`config.mk`:
```
export PLATFORM = sky130hd
export DESIGN_NAME = expansion_shiftreg_scheduler
export DESIGN_NICKNAME = d
export VERILOG_FILES = /design/src/rtl/expansion_shiftreg_scheduler.sv
export SDC_FILE = /design/constraint.sdc
export NUM_CORES = 1
export LEC_CHECK = 0
export CORE_ASPECT_RATIO = 0.9
export CORE_MARGIN = 1.5
export CORE_UTILIZATION = 40
export CTS_BUF_LIST = sky130_fd_sc_hd__clkbuf_4 sky130_fd_sc_hd__clkbuf_8
export DETAILED_ROUTE_END_ITERATION = 10
export PLACE_DENSITY = 0.64
export SYNTH_ARGS = -nofsm -noshare
export SYNTH_HDL_FRONTEND = slang
export SYNTH_SLANG_ARGS = --single-unit
```
`constraint.sdc`:
```
create_clock -name clk -period 3 [get_ports clk]
set_input_delay 0.6 -clock clk [delete_from_list [all_inputs] [get_ports clk]]
set_output_delay 0.6 -clock clk [all_outputs]
set_load 0.01 [all_outputs]
```
`src/rtl/expansion_shiftreg_scheduler.sv`:
```
// Frame sequencer for a 74HC165 / 74HC595 serial expansion chain.
// Each frame parallel-loads the input chain, shifts WIDTH bits MSB first,
// latches the output chain and publishes the sampled input image.
// Frames start on request or from an internal refresh timer.
module expansion_shiftreg_scheduler #(
  parameter int WIDTH   = 32,
  parameter int DIVIDER = 100,
  parameter int REFRESH = 10000
) (
  input  logic             clk,
  input  logic             rst_n,
  input  logic             start,
  input  logic             auto_en,
  input  logic [WIDTH-1:0] data_out,
  output logic [WIDTH-1:0] data_in,
  output logic             busy,
  output logic             frame_done,
  output logic             SHIFT_CLK,
  output logic             SHIFT_OUT,
  input  logic             SHIFT_IN,
  output logic             SHIFT_LOAD,
  output logic             SHIFT_LATCH
);

  localparam int PW = (DIVIDER > 1) ? $clog2(DIVIDER) : 1;
  localparam int RW = (REFRESH > 1) ? $clog2(REFRESH) : 1;
  localparam logic [PW-1:0] PHASE_LAST   = PW'(DIVIDER - 1);
  localparam logic [RW-1:0] REFRESH_LAST = RW'((REFRESH > 0) ? REFRESH - 1 : 0);
  localparam logic [7:0]    BIT_LAST     = 8'(WIDTH - 1);

  typedef enum logic [2:0] {
    ST_IDLE,
    ST_LOAD,
    ST_SHIFT_LO,
    ST_SHIFT_HI,
    ST_LATCH
  } state_e;

  state_e           state_q, state_d;
  logic [PW-1:0]    phase_q, phase_d;
  logic [7:0]       bit_cnt_q, bit_cnt_d;
  logic [WIDTH-1:0] tx_q, tx_d;
  logic [WIDTH-1:0] rx_q, rx_d;
  logic [WIDTH-1:0] data_in_q, data_in_d;
  logic             pending_q, pending_d;
  logic [RW-1:0]    refresh_q, refresh_d;

  logic phase_end;
  logic refresh_hit;
  logic trigger;

  // Phase end and trigger decode shared by the FSM and the datapath.
  always_comb begin
    phase_end = (phase_q == PHASE_LAST);
    trigger   = (state_q == ST_IDLE) && (start || pending_q || refresh_hit);
  end

  // Refresh timer: free-runs while enabled, wraps on its last count and flags expiry.
  always_comb begin
    refresh_d   = '0;
    refresh_hit = 1'b0;
    if (auto_en && (REFRESH != 0)) begin
      if (refresh_q == REFRESH_LAST) begin
        refresh_hit = 1'b1;
      end else begin
        refresh_d = refresh_q + 1'b1;
      end
    end
  end

  // State register.
  always_ff @(posedge clk or negedge rst_n) begin
    if (!rst_n) begin
      state_q <= ST_IDLE;
    end else begin
      state_q <= state_d;
    end
  end

  // Next-state logic: every active phase lasts exactly DIVIDER clocks.
  always_comb begin
    state_d = state_q;
    case (state_q)
      ST_IDLE:     if (trigger) state_d = ST_LOAD;
      ST_LOAD:     if (phase_end) state_d = ST_SHIFT_LO;
      ST_SHIFT_LO: if (phase_end) state_d = ST_SHIFT_HI;
      ST_SHIFT_HI: begin
        if (phase_end) begin
          state_d = (bit_cnt_q == BIT_LAST) ? ST_LATCH : ST_SHIFT_LO;
        end
      end
      ST_LATCH:    if (phase_end) state_d = ST_IDLE;
      default:     state_d = ST_IDLE;
    endcase
  end

  // Datapath next values: shadow capture, serial sampling, counters and request flag.
  always_comb begin
    phase_d   = (state_q == ST_IDLE || phase_end) ? '0 : phase_q + 1'b1;
    tx_d      = tx_q;
    rx_d      = rx_q;
    bit_cnt_d = bit_cnt_q;
    data_in_d = data_in_q;
    pending_d = pending_q;

    if (trigger) begin
      pending_d = 1'b0;
    end else if (start || refresh_hit) begin
      pending_d = 1'b1;
    end

    case (state_q)
      ST_IDLE: begin
        if (trigger) begin
          tx_d      = data_out;
          bit_cnt_d = 8'd0;
        end
      end
      ST_SHIFT_LO: begin
        if (phase_end) begin
          for (int i = 0; i < WIDTH; i++) begin
            if (i == WIDTH - 1 - int'(bit_cnt_q)) rx_d[i] = SHIFT_IN;
          end
        end
      end
      ST_SHIFT_HI: begin
        if (phase_end) begin
          tx_d      = tx_q << 1;
          bit_cnt_d = bit_cnt_q + 8'd1;
        end
      end
      ST_LATCH: begin
        if (phase_end) data_in_d = rx_q;
      end
      default: ;
    endcase
  end

  // Datapath registers, all cleared by reset including mid-frame.
  always_ff @(posedge clk or negedge rst_n) begin
    if (!rst_n) begin
      phase_q   <= '0;
      bit_cnt_q <= '0;
      tx_q      <= '0;
      rx_q      <= '0;
      data_in_q <= '0;
      pending_q <= 1'b0;
      refresh_q <= '0;
    end else begin
      phase_q   <= phase_d;
      bit_cnt_q <= bit_cnt_d;
      tx_q      <= tx_d;
      rx_q      <= rx_d;
      data_in_q <= data_in_d;
      pending_q <= pending_d;
      refresh_q <= refresh_d;
    end
  end

  // Output decode from the current state; IDLE values double as reset values.
  always_comb begin
    busy        = 1'b0;
    frame_done  = 1'b0;
    SHIFT_CLK   = 1'b0;
    SHIFT_OUT   = 1'b0;
    SHIFT_LOAD  = 1'b1;
    SHIFT_LATCH = 1'b0;
    data_in     = data_in_q;
    case (state_q)
      ST_LOAD: begin
        busy       = 1'b1;
        SHIFT_LOAD = 1'b0;
        SHIFT_OUT  = tx_q[WIDTH-1];
      end
      ST_SHIFT_LO: begin
        busy      = 1'b1;
        SHIFT_OUT = tx_q[WIDTH-1];
      end
      ST_SHIFT_HI: begin
        busy      = 1'b1;
        SHIFT_CLK = 1'b1;
        SHIFT_OUT = tx_q[WIDTH-1];
      end
      ST_LATCH: begin
        busy        = 1'b1;
        SHIFT_LATCH = 1'b1;
        frame_done  = phase_end;
      end
      default: ;
    endcase
  end

endmodule

```
# Yosys cells after proc, flatten, opt, wreduce, memory -nomap -nowiden

Index checks and enable logic that the tools add are counted.

Word-level logic and storage cells: 158
Register bits: 129
Output and inout port bits: 38

Muxes and demuxes: 26
Equality and inequality tests: 43
Reduce and logical (&&, ||, !) cells: 46
Add/subtract/negate cells: 4

Operators by type and width:

| operator                                             | count |
|---|---|
| equality test 6 x 9 -> 1 bit (first input constant)  | 16 |
| AND reduction 3 bit                                  | 33 |
| equality test 5 x 9 -> 1 bit (first input constant)  | 8 |
| two-way mux 32 bit                                   | 2 |
| case mux 32 bit (2 select lines)                     | 1 |
| equality test 4 x 9 -> 1 bit (first input constant)  | 4 |
| zero test 32 bit                                     | 1 |
| two-way mux 14 bit                                   | 2 |
| equality test 3 x 9 -> 1 bit (first input constant)  | 2 |
| two-way mux 3 bit                                    | 6 |
| two-way mux 8 bit                                    | 2 |
| case mux 8 bit (2 select lines)                      | 1 |
| case mux 3 bit (5 select lines)                      | 1 |
| adder 14 x 1 -> 14 bit (second input constant)       | 1 |
| equality test 14 bit (second input constant)         | 1 |
| two-way mux 1 bit                                    | 10 |
| != test 2 bit (second input constant)                | 5 |
| equality test 2 x 9 -> 1 bit (first input constant)  | 1 |
| subtractor 5 x 8 -> 9 bit (first input constant)     | 1 |
| adder 8 x 1 -> 8 bit (second input constant)         | 1 |
| equality test 8 x 5 -> 1 bit (second input constant) | 1 |
| adder 7 x 1 -> 7 bit (second input constant)         | 1 |
| equality test 7 bit (second input constant)          | 1 |
| two-way mux 7 bit                                    | 1 |
| 11 further kinds                                     | 16 |

# Longest topological paths before layout

Gate-level depths: netlist of run 1.

Word-level depth: 7
Mapped depth: 8
Depth with buffers taken out: 7

# Worst setup path after synthesis of run 1

Ideal clock, no wire load.

Path kind: reg-to-output
From: reg state_q[2]
To: out frame_done
Setup slack: 657 ps
Buffers on the path: 2
Data arrival time: 1743 ps
Stages on the path, launching flop included: 7
Cells stage by stage: dfrtp_1 clkbuf_1 inv_1 nor3_1 nand3_1 clkbuf_1 inv_1

Word-level cells in the longest chain between the ends: 2

RTL lines:

| item                   | line | text |
|---|---|---|
| start, declared        | 39   | `state_e state_q, state_d;` |
| start signal, assigned | 76   | `state_q <= state_d;` |
| equality test 3 bit    | 169  | `case (state_q)` |
| two-way mux 1 bit      | 169  |  |
| end, declared          | 17   | `output logic frame_done,` |

No other way between the ends.

# Final worst setup path of run 1

Ends and elaborated chain as after synthesis.

==> results.json, run 1 <==
{
  "status": "finished, final reports clean",
  "drv_cap": 0,
  "drc": 0,
  "ys_top_cells_by_count": "129 x dfrtp_1, 64 x mux2_2, 26 x nor4_1, 24 x clkbuf_1, 24 x o221a_1",
  "ctsRootBufferMaster": "clkbuf_8",
  "grtUsageTotal": 0.165,
  "initial_core_util": 0.409,
  "vias_per_cell": 5.27,
  "post-cts-setup-buffer-count": 0,
  "pin_count": 75,
  "ctsHoldBuffers": 0,
  "gr-total-overflow": 0,
  "path_clk_slew_ns": 0.08,
  "first_pass_iters": 4,
  "antennaDiodeCount": 0,
  "cts_tree": "yes",
  "slowest_delay_ns": 0.54,
  "core_area_um2": 14700,
  "p_per_area_nw_per_um2": 471,
  "clockBufferDepth": 2,
  "cts_buffers": 17,
  "dieWidth_um": 132,
  "synth_top_area_frac": 0.538,
  "hpwl_mm": 8.05,
  "start_kind": "flop",
  "arrival_ns": 2.23,
  "drt_iter0_drc": 256,
  "fillers": 1290,
  "layout_min_cycle_time_ns": 2.83,
  "cts.sinks": 129,
  "syn_area_per_cell_um2": 12.2,
  "worst_setup_path_end_kind": "primary output",
  "ys_async_sr_fraction": 1.00,
  "cpMostUsedCell": "inv_1",
  "yosysTopAreaCell": "dfrtp_1",
  "final_nets": 612,
  "hold_class": "in -> async",
  "rsz0062_at_grt": "no",
  "post_drt_wl_per_cell_um": 15.6,
  "port-buffer-count": 74,
  "post-route-period-util": 0.942,
  "p_leak_nw": 3.28,
  "clock_skew_ns": 0.0156,
  "antenna_found_initial": 0,
  "crit_required_ns": 2.40,
  "drive_gt1_frac": 0.237,
  "vdd_drop_max_mv": 0.263,
  "cts_resized": 0,
  "clock.fmax_mhz": 354,
  "grt_max_degree": 51,
  "tightest_slew_ns": 1.02,
  "hold_viol_final": 0,
  "dieArea_um2": 15700,
  "synth_cells": 493,
  "vias": 4092,
  "htree_levels": 4,
  "synth_most_common_cell": "dfrtp_1",
  "max_slew_margin": 0.318,
  "wirelength_mm": 12.1,
  "synthFlopType": "dfrtp_1",
  "grt_pass1_vias": 4038,
  "synth_seq_cells": 129,
  "cp_num_buf_inv": 3,
  "synthTopCellsByArea": "dfrtp_1 54%, mux2_2 12%, o221a_1 4.5%",
  "grt_pass1_wl_mm": 20.5,
  "row_count": 42,
  "area_delta_synth_final_pct": 22.6,
  "slowest_stage": "clkdlybuf4s50_1",
  "dieHeight_um": 119,
  "setup_viol": 0,
  "synth_edf_count": 0,
  "critical_path_class": "reg -> out",
  "final_util": 0.501,
  "clock_latency_ns": 0.46,
  "path_cells": "inv_1 -> nor3_1 -> nand3_1 -> inv_1 -> clkdlybuf4s50_1",
  "fin_setup_tns_ns": 0,
  "gp_congestion": 0.797,
  "ant_nets": 0,
  "netlist_area_um2": 6000,
  "slew_viol_final": 0,
  "synth_cell_types": 49,
  "critPathTopFamily": "buffers and inverters",
  "synth_fp_nets": 539,
  "ys_warn_count": 0,
  "ys_seq_area_frac": 0.538,
  "cp_max_fo": 8
}
## path summary, 6_finish.rpt
check,start,to,slack (ns),depth (start not counted)
max in group asynchronous,rst_n,rx_q[2],2.24,2
setup / recovery,state_q[2],frame_done,0.17,5
min in group clk,phase_q[0],phase_q[0],0.45,1
setup reg to reg,bit_cnt_q[5],rx_q[4],0.44,8
hold / removal,rst_n,data_in[25],0.07,1
hold reg to reg,phase_q[0],phase_q[0],0.45,1
## worst register-to-register path, stage by stage (launching register included)
cell and delay [ns]:
dfrtp_1 0.44, inv_1 0.10, ha_1 0.21, ha_1 0.26, nor4_1 0.24, nand4_1 0.13
buf_4 0.24, nor4b_1 0.43, mux2_2 0.39
## sequential cells by signal, indices dropped and copies added (netlist names)
name / cells
data_in: 32
tx_q: 32
pending_q: 1
state_q: 3
phase_q: 7
refresh_q: 14
rx_q: 32
bit_cnt_q: 8
## per-stage QoR
step	setup slack [ns]	area (um2)	std cells	power (mW)	hold WS, ns
after floorplan	0.657	6000	493	1.79	0.304
after global placement	0.336	6920	745	1.88	0.440
after detailed placement	0.284	6920	745	1.89	0.443
after CTS	0.151	7350	776	3.51	0.0530
after global routing	0.0490	7350	776	3.61	0.0676
final	0.173	7350	776	3.46	0.0668
## logic make-up after synthesis
logic type / synth area share
adders and majority gates: 0.0188
DFF: 0.538
and+or+nand+nor: 0.169
muxes: 0.124
buffers and inverters: 0.0357
xor gates and xnor gates: 0.0248
AOI/OAI and AO/OA: 0.0901
## layout make-up
class,instances,area [um2],area share
sequential,129,3230,0.439
multi-input combinational,319,2550,0.348
timing repair buffer,85,833,0.113
clock buffer,18,248,0.0337
tap,198,248,0.0337
clock inverter,13,188,0.0255
inverter,14,52.6,0.00715
## power by group
| part | internal (mW) | switching [mW] |
|---|---|---|
| Clock | 0.923 | 0.693 |
| Sequential | 1.74 | 0.00550 |
| Combinational | 0.0490 | 0.0526 |
## per-layer routing
layer	GRT usage	vias up	share of wire
li1	-	1951	-
met1	0.231	2050	0.49
met5	0	-	0
met2	0.238	69	0.45
met4	0.0785	0	0.022
met3	0.0417	22	0.035
## cells in the final DEF, fill, tap and decap left out, types with 3 or more instances in the layout
master and n:
nand3_1 19, dfrtp_1 129, o21ai_0 5, nand2b_1 13, and3_1 5, a31oi_1 3
or2_2 3, xor2_1 9, or2b_2 10, nand4_1 7, or2b_1 10, and2_1 4
a21oi_1 5, o221a_1 24, clkinv_4 4, o221a_2 7, nor4_1 26, inv_1 14
clkinvlp_4 3, ha_1 9, clkbuf_8 18, nand2_1 20, bufinv_16 4, buf_4 11
mux2_2 64, nor4b_1 4, xnor2_1 8, clkdlybuf4s50_1 73, and3_2 4, nor2_1 22
nor3_1 9
(Power assumes the default switching activity.)
==> run 2, diff against run 1 <==
CAP_MARGIN = 25   (was unset)
HOLD_SLACK_MARGIN = 0.06   (was unset)
==> results.json, run 2 (synthesis gave the netlist of run 1 again) <==
{
  "crit_required_ns": 2.40,
  "hold_class": "reg -> reg",
  "hpwl_mm": 8.05,
  "post-route-period-util": 0.942,
  "drv_cap": 0,
  "drt_iter0_drc": 234,
  "cpMostUsedCell": "inv_1",
  "slew_viol_final": 0,
  "fin_setup_tns_ns": 0,
  "slowest_delay_ns": 0.54,
  "dpl_worst_slack_ns": 0.284,
  "critical_path_class": "reg -> out",
  "ff2ff_setup_slack_ns": 0.43,
  "initial_core_util": 0.409,
  "timing.rr.end": "rx_q[4]",
  "grt_use_met2": 0.238,
  "ff2ff_path_depth": 8,
  "power.switching_uw": 752,
  "final_nets": 613,
  "placed_area_um2": 6920,
  "hold_depth": 1,
  "setup_viol": 0,
  "layout_min_cycle_time_ns": 2.83,
  "cts_tree": "yes",
  "arrival_ns": 2.23,
  "cp_max_fo": 8,
  "ant_nets": 0,
  "met3_usage": 0.0417,
  "internal_power_mw": 2.71,
  "p_per_area_nw_per_um2": 471,
  "path_clk_slew_ns": 0.08,
  "reg2reg_from": "bit_cnt_q[5]",
  "area_delta_synth_final_pct": 22.8,
  "pwr-share-clk": 0.466,
  "gp_congestion": 0.797,
  "path_cells": "inv_1 -> nor3_1 -> nand3_1 -> inv_1 -> clkdlybuf4s50_1",
  "fin_ws_ns": 0.174,
  "row_count": 42,
  "instances_no_fill": 777,
  "port-buffer-count": 74,
  "vdd_drop_max_mv": 0.263,
  "dieWidth_um": 132,
  "dieHeight_um": 119,
  "post-cts-setup-buffer-count": 0,
  "dieArea_um2": 15700,
  "vias_per_cell": 5.26,
  "grtUsageTotal": 0.165,
  "use_met1": 0.231,
  "sw_frac_of_total": 0.217,
  "clockBufferDepth": 2,
  "cts_resized": 0,
  "hold_viol_final": 0,
  "grt-busiest-layer": "met2",
  "mostFrequentLayoutCells": "129 x dfrtp_1, 73 x clkdlybuf4s50_1, 64 x mux2_2, 26 x nor4_1, 24 x o221a_1",
  "start_kind": "flop",
  "clock_skew_ns": 0.0160,
  "min_to": "phase_q[0]",
  "htree_levels": 4,
  "tightest_slew_ns": 1.01,
  "final_area_um2": 7360,
  "combPwrFrac": 0.030,
  "whs_ns": 0.453,
  "wirelength_mm": 12.1,
  "cp_num_buf_inv": 3,
  "core_area_um2": 14700,
  "cts.sinks": 129,
  "post_drt_wl_per_cell_um": 15.6,
  "max_slew_margin": 0.323,
  "final_common_cell": "dfrtp_1",
  "status": "finished, final reports clean",
  "drive_gt1_frac": 0.237,
  "first_pass_iters": 4,
  "rsz0062_at_grt": "no",
  "worst_setup_path_end_kind": "primary output",
  "vias": 4086,
  "antenna_found_initial": 0,
  "critPathTopFamily": "buffers and inverters",
  "drc": 0,
  "min_from": "phase_q[0]",
  "dp.cells": 745,
  "grt_pass1_vias": 4042,
  "slowest_stage": "clkdlybuf4s50_1",
  "p_seq_frac": 0.504,
  "ctsRootBufferMaster": "clkbuf_8",
  "clock.fmax_mhz": 354,
  "pin_count": 75,
  "grt_pass1_wl_mm": 20.5,
  "gr-total-overflow": 0,
  "p_leak_nw": 3.29,
  "cts_buffers": 17,
  "antennaDiodeCount": 0,
  "clock_latency_ns": 0.46,
  "grt_max_degree": 51
}
## run 2: cell count changes in the layout (fill, tap and decap cells not counted), sizes merged
cell	previous run	this run
dlygate4sd3	0	1
## run 2: final cells by class
cell class	count	area (um2)
fill	1290	7300
sequential	129	3230
multi-input combinational	319	2550
timing repair buffer	86	843
clock buffer	18	248
tap	198	248
clock inverter	13	188
inverter	14	52.6
## run 2: how the worst max path moves through the flow
| stage | startpoint | end | slack, ns | cells past startpoint |
|---|---|---|---|---|
| detailed placement | auto_en | tx_q[30] | 0.28 | 6 |
| global placement | auto_en | tx_q[30] | 0.34 | 6 |
| CTS | state_q[2] | frame_done | 0.15 | 5 |
| global route | state_q[2] | frame_done | 0.05 | 5 |
| finish | state_q[2] | frame_done | 0.17 | 5 |
| floorplan | state_q[2] | frame_done | 0.66 | 6 |
## run 2: metrics by stage
stage,utilization,power [mW]
5_1_grt,0.502,3.61
2_1_floorplan,-,1.79
4_1_cts,0.502,3.51
3_5_place_dp,0.472,1.89
6_report,0.502,3.47
3_3_place_gp,0.472,1.88
## run 2: power by group through the flow
| stage | logic, mW | clock network, mW | registers [mW] |
|---|---|---|---|
| 2_1_floorplan | 0.0121 | 0 | 1.78 |
| 3_3_place_gp | 0.104 | 0 | 1.78 |
| 3_5_place_dp | 0.105 | 0 | 1.78 |
| 4_1_cts | 0.107 | 1.66 | 1.75 |
| 5_1_grt | 0.116 | 1.74 | 1.75 |
| 6_report | 0.103 | 1.62 | 1.75 |
## run 2: what timing repair did
item,CTS,global route
endpoints found under the setup margin,0,0
hold endpoints to repair,27,0
hold buffers,1,0
## run 2: metal layers
metal | up-vias | part of all wire
met5 | - | 0
met4 | 0 | 0.022
met3 | 22 | 0.037
met2 | 74 | 0.45
met1 | 2039 | 0.49
li1 | 1951 | -
## run 2: worst reg2reg max path, stage by stage (launching register included)
cell and delay (ns):
dfrtp_1 0.44, inv_1 0.10, ha_1 0.21, ha_1 0.26, nor4_1 0.24, nand4_1 0.13, buf_4 0.25, nor4b_1 0.43
mux2_2 0.39
==> run 3, diff against run 2 <==
CORE_UTILIZATION = 52   (was 40)
PLACE_DENSITY = 0.79   (was 0.64)
==> results.json, run 3 (synthesis gave the netlist of run 1 again) <==
{
  "status": "finished, final reports clean",
  "path_cells": "inv_1 -> nor3_2 -> nand3_1 -> inv_1 -> clkdlybuf4s50_1",
  "clock_skew_ns": 0.0134,
  "clock_latency_ns": 0.43,
  "htree_levels": 4,
  "post-cts-setup-buffer-count": 0,
  "tightest_slew_ns": 0.953,
  "grtUsageTotal": 0.217,
  "slowest_delay_ns": 0.53,
  "row_count": 37,
  "mostFrequentLayoutCells": "129 x dfrtp_1, 73 x clkdlybuf4s50_1, 64 x mux2_2, 26 x nor4_1, 25 x clkbuf_8",
  "initial_core_util": 0.529,
  "grt-busiest-layer": "met2",
  "multi_input_area_um2": 2560,
  "vias": 4135,
  "area_delta_synth_final_pct": 21.6,
  "cpMostUsedCell": "inv_1",
  "crit_required_ns": 2.40,
  "cts.sinks": 129,
  "fin_setup_tns_ns": 0,
  "cts_buffers": 17,
  "dieWidth_um": 116,
  "arrival_ns": 2.17,
  "slowest_stage": "clkdlybuf4s50_1",
  "p_per_area_nw_per_um2": 456,
  "seqCellArea_um2": 3230,
  "path_clk_slew_ns": 0.07,
  "cp_num_buf_inv": 3,
  "critical_path_class": "reg -> out",
  "p_leak_nw": 3.29,
  "hpwl_mm": 8.25,
  "grt_pass1_vias": 4170,
  "post-route-period-util": 0.924,
  "grt_pass1_wl_mm": 20.5,
  "ant_nets": 0,
  "drc": 0,
  "gp_congestion": 0.872,
  "first_pass_iters": 5,
  "final_util": 0.643,
  "cp_max_fo": 8,
  "fillers": 860,
  "drive_gt1_frac": 0.239,
  "gr-total-overflow": 0,
  "drv_cap": 0,
  "total_power_mw": 3.33,
  "start_kind": "flop",
  "rsz0062_at_grt": "no",
  "drt_iter0_drc": 232,
  "final_nets": 612,
  "hold_viol_final": 0,
  "cts_resized": 0,
  "dieHeight_um": 105,
  "core_area_um2": 11300,
  "max_slew_margin": 0.363,
  "ctsRootBufferMaster": "clkbuf_8",
  "met3_usage": 0.0615,
  "port-buffer-count": 74,
  "post_drt_wl_per_cell_um": 16.5,
  "setup_viol": 0,
  "vias_per_cell": 5.63,
  "hold_class": "in -> async",
  "final_common_cell": "dfrtp_1",
  "wirelength_mm": 12.1,
  "grt_max_degree": 50,
  "clockBufferDepth": 2,
  "slew_viol_final": 0,
  "dieArea_um2": 12200,
  "ctsHoldBuffers": 0,
  "worst_setup_path_end_kind": "primary output",
  "cts_tree": "yes",
  "vdd_drop_max_mv": 0.526,
  "use_met1": 0.288,
  "critPathTopFamily": "buffers and inverters",
  "grt_use_met2": 0.344,
  "clock.fmax_mhz": 361,
  "pin_count": 75,
  "antenna_found_initial": 0,
  "antennaDiodeCount": 0,
  "layout_min_cycle_time_ns": 2.77
}
[run 3: path summary, 6_finish.rpt]
check / start / end / slack [ns] / cells past startpoint
setup reg to reg: bit_cnt_q[5] / rx_q[29] / 0.41 / 8
min in group clk: phase_q[0] / phase_q[0] / 0.46 / 1
setup / recovery: state_q[2] / frame_done / 0.23 / 5
hold / removal: rst_n / rx_q[8] / 0.16 / 1
max in group asynchronous: rst_n / tx_q[25] / 2.13 / 2
hold reg to reg: phase_q[0] / phase_q[0] / 0.46 / 1
[run 3: worst register-to-register path, stage by stage (launching register included)]
cell	delay (ns)
dfrtp_1	0.44
inv_1	0.10
ha_1	0.21
ha_1	0.27
nor4_1	0.23
nand4_1	0.15
buf_4	0.25
nor4_1	0.43
mux2_2	0.38
[run 3: power breakdown]
| part | total (mW) | internal [mW] | switching, mW |
|---|---|---|---|
| logic | 0.103 | 0.0491 | 0.0542 |
| registers | 1.75 | 1.74 | 0.00479 |
| clock network | 1.47 | 0.856 | 0.619 |
| total | 3.33 | 2.65 | 0.678 |
[run 3: layout make-up]
class / count / area share
flip-flops and latches: 129 / 0.443
multi-input cells: 319 / 0.351
repair buffers: 85 / 0.116
clock buffers: 28 / 0.0503
well taps: 156 / 0.0268
inverters: 14 / 0.00721
clock inverters: 3 / 0.00583
[run 3: metrics by stage]
step                cells  hold WS, ns  cell area [um2]  worst slack (ns)
global route          734        0.172             7290            0.0747
detailed placement    703        0.442             6880             0.212
floorplan             493        0.304             6000             0.657
finish                734        0.165             7290             0.227
CTS                   734        0.140             7290            0.0661
global placement      703        0.440             6880             0.274
[run 3: per-layer routing]
layer	vias to the layer above	share of wire	wire length, um
li1	1952	-	-
met1	2068	0.44	5370
met2	99	0.50	6070
met3	16	0.045	541
met4	0	0.013	152
met5	-	0	0
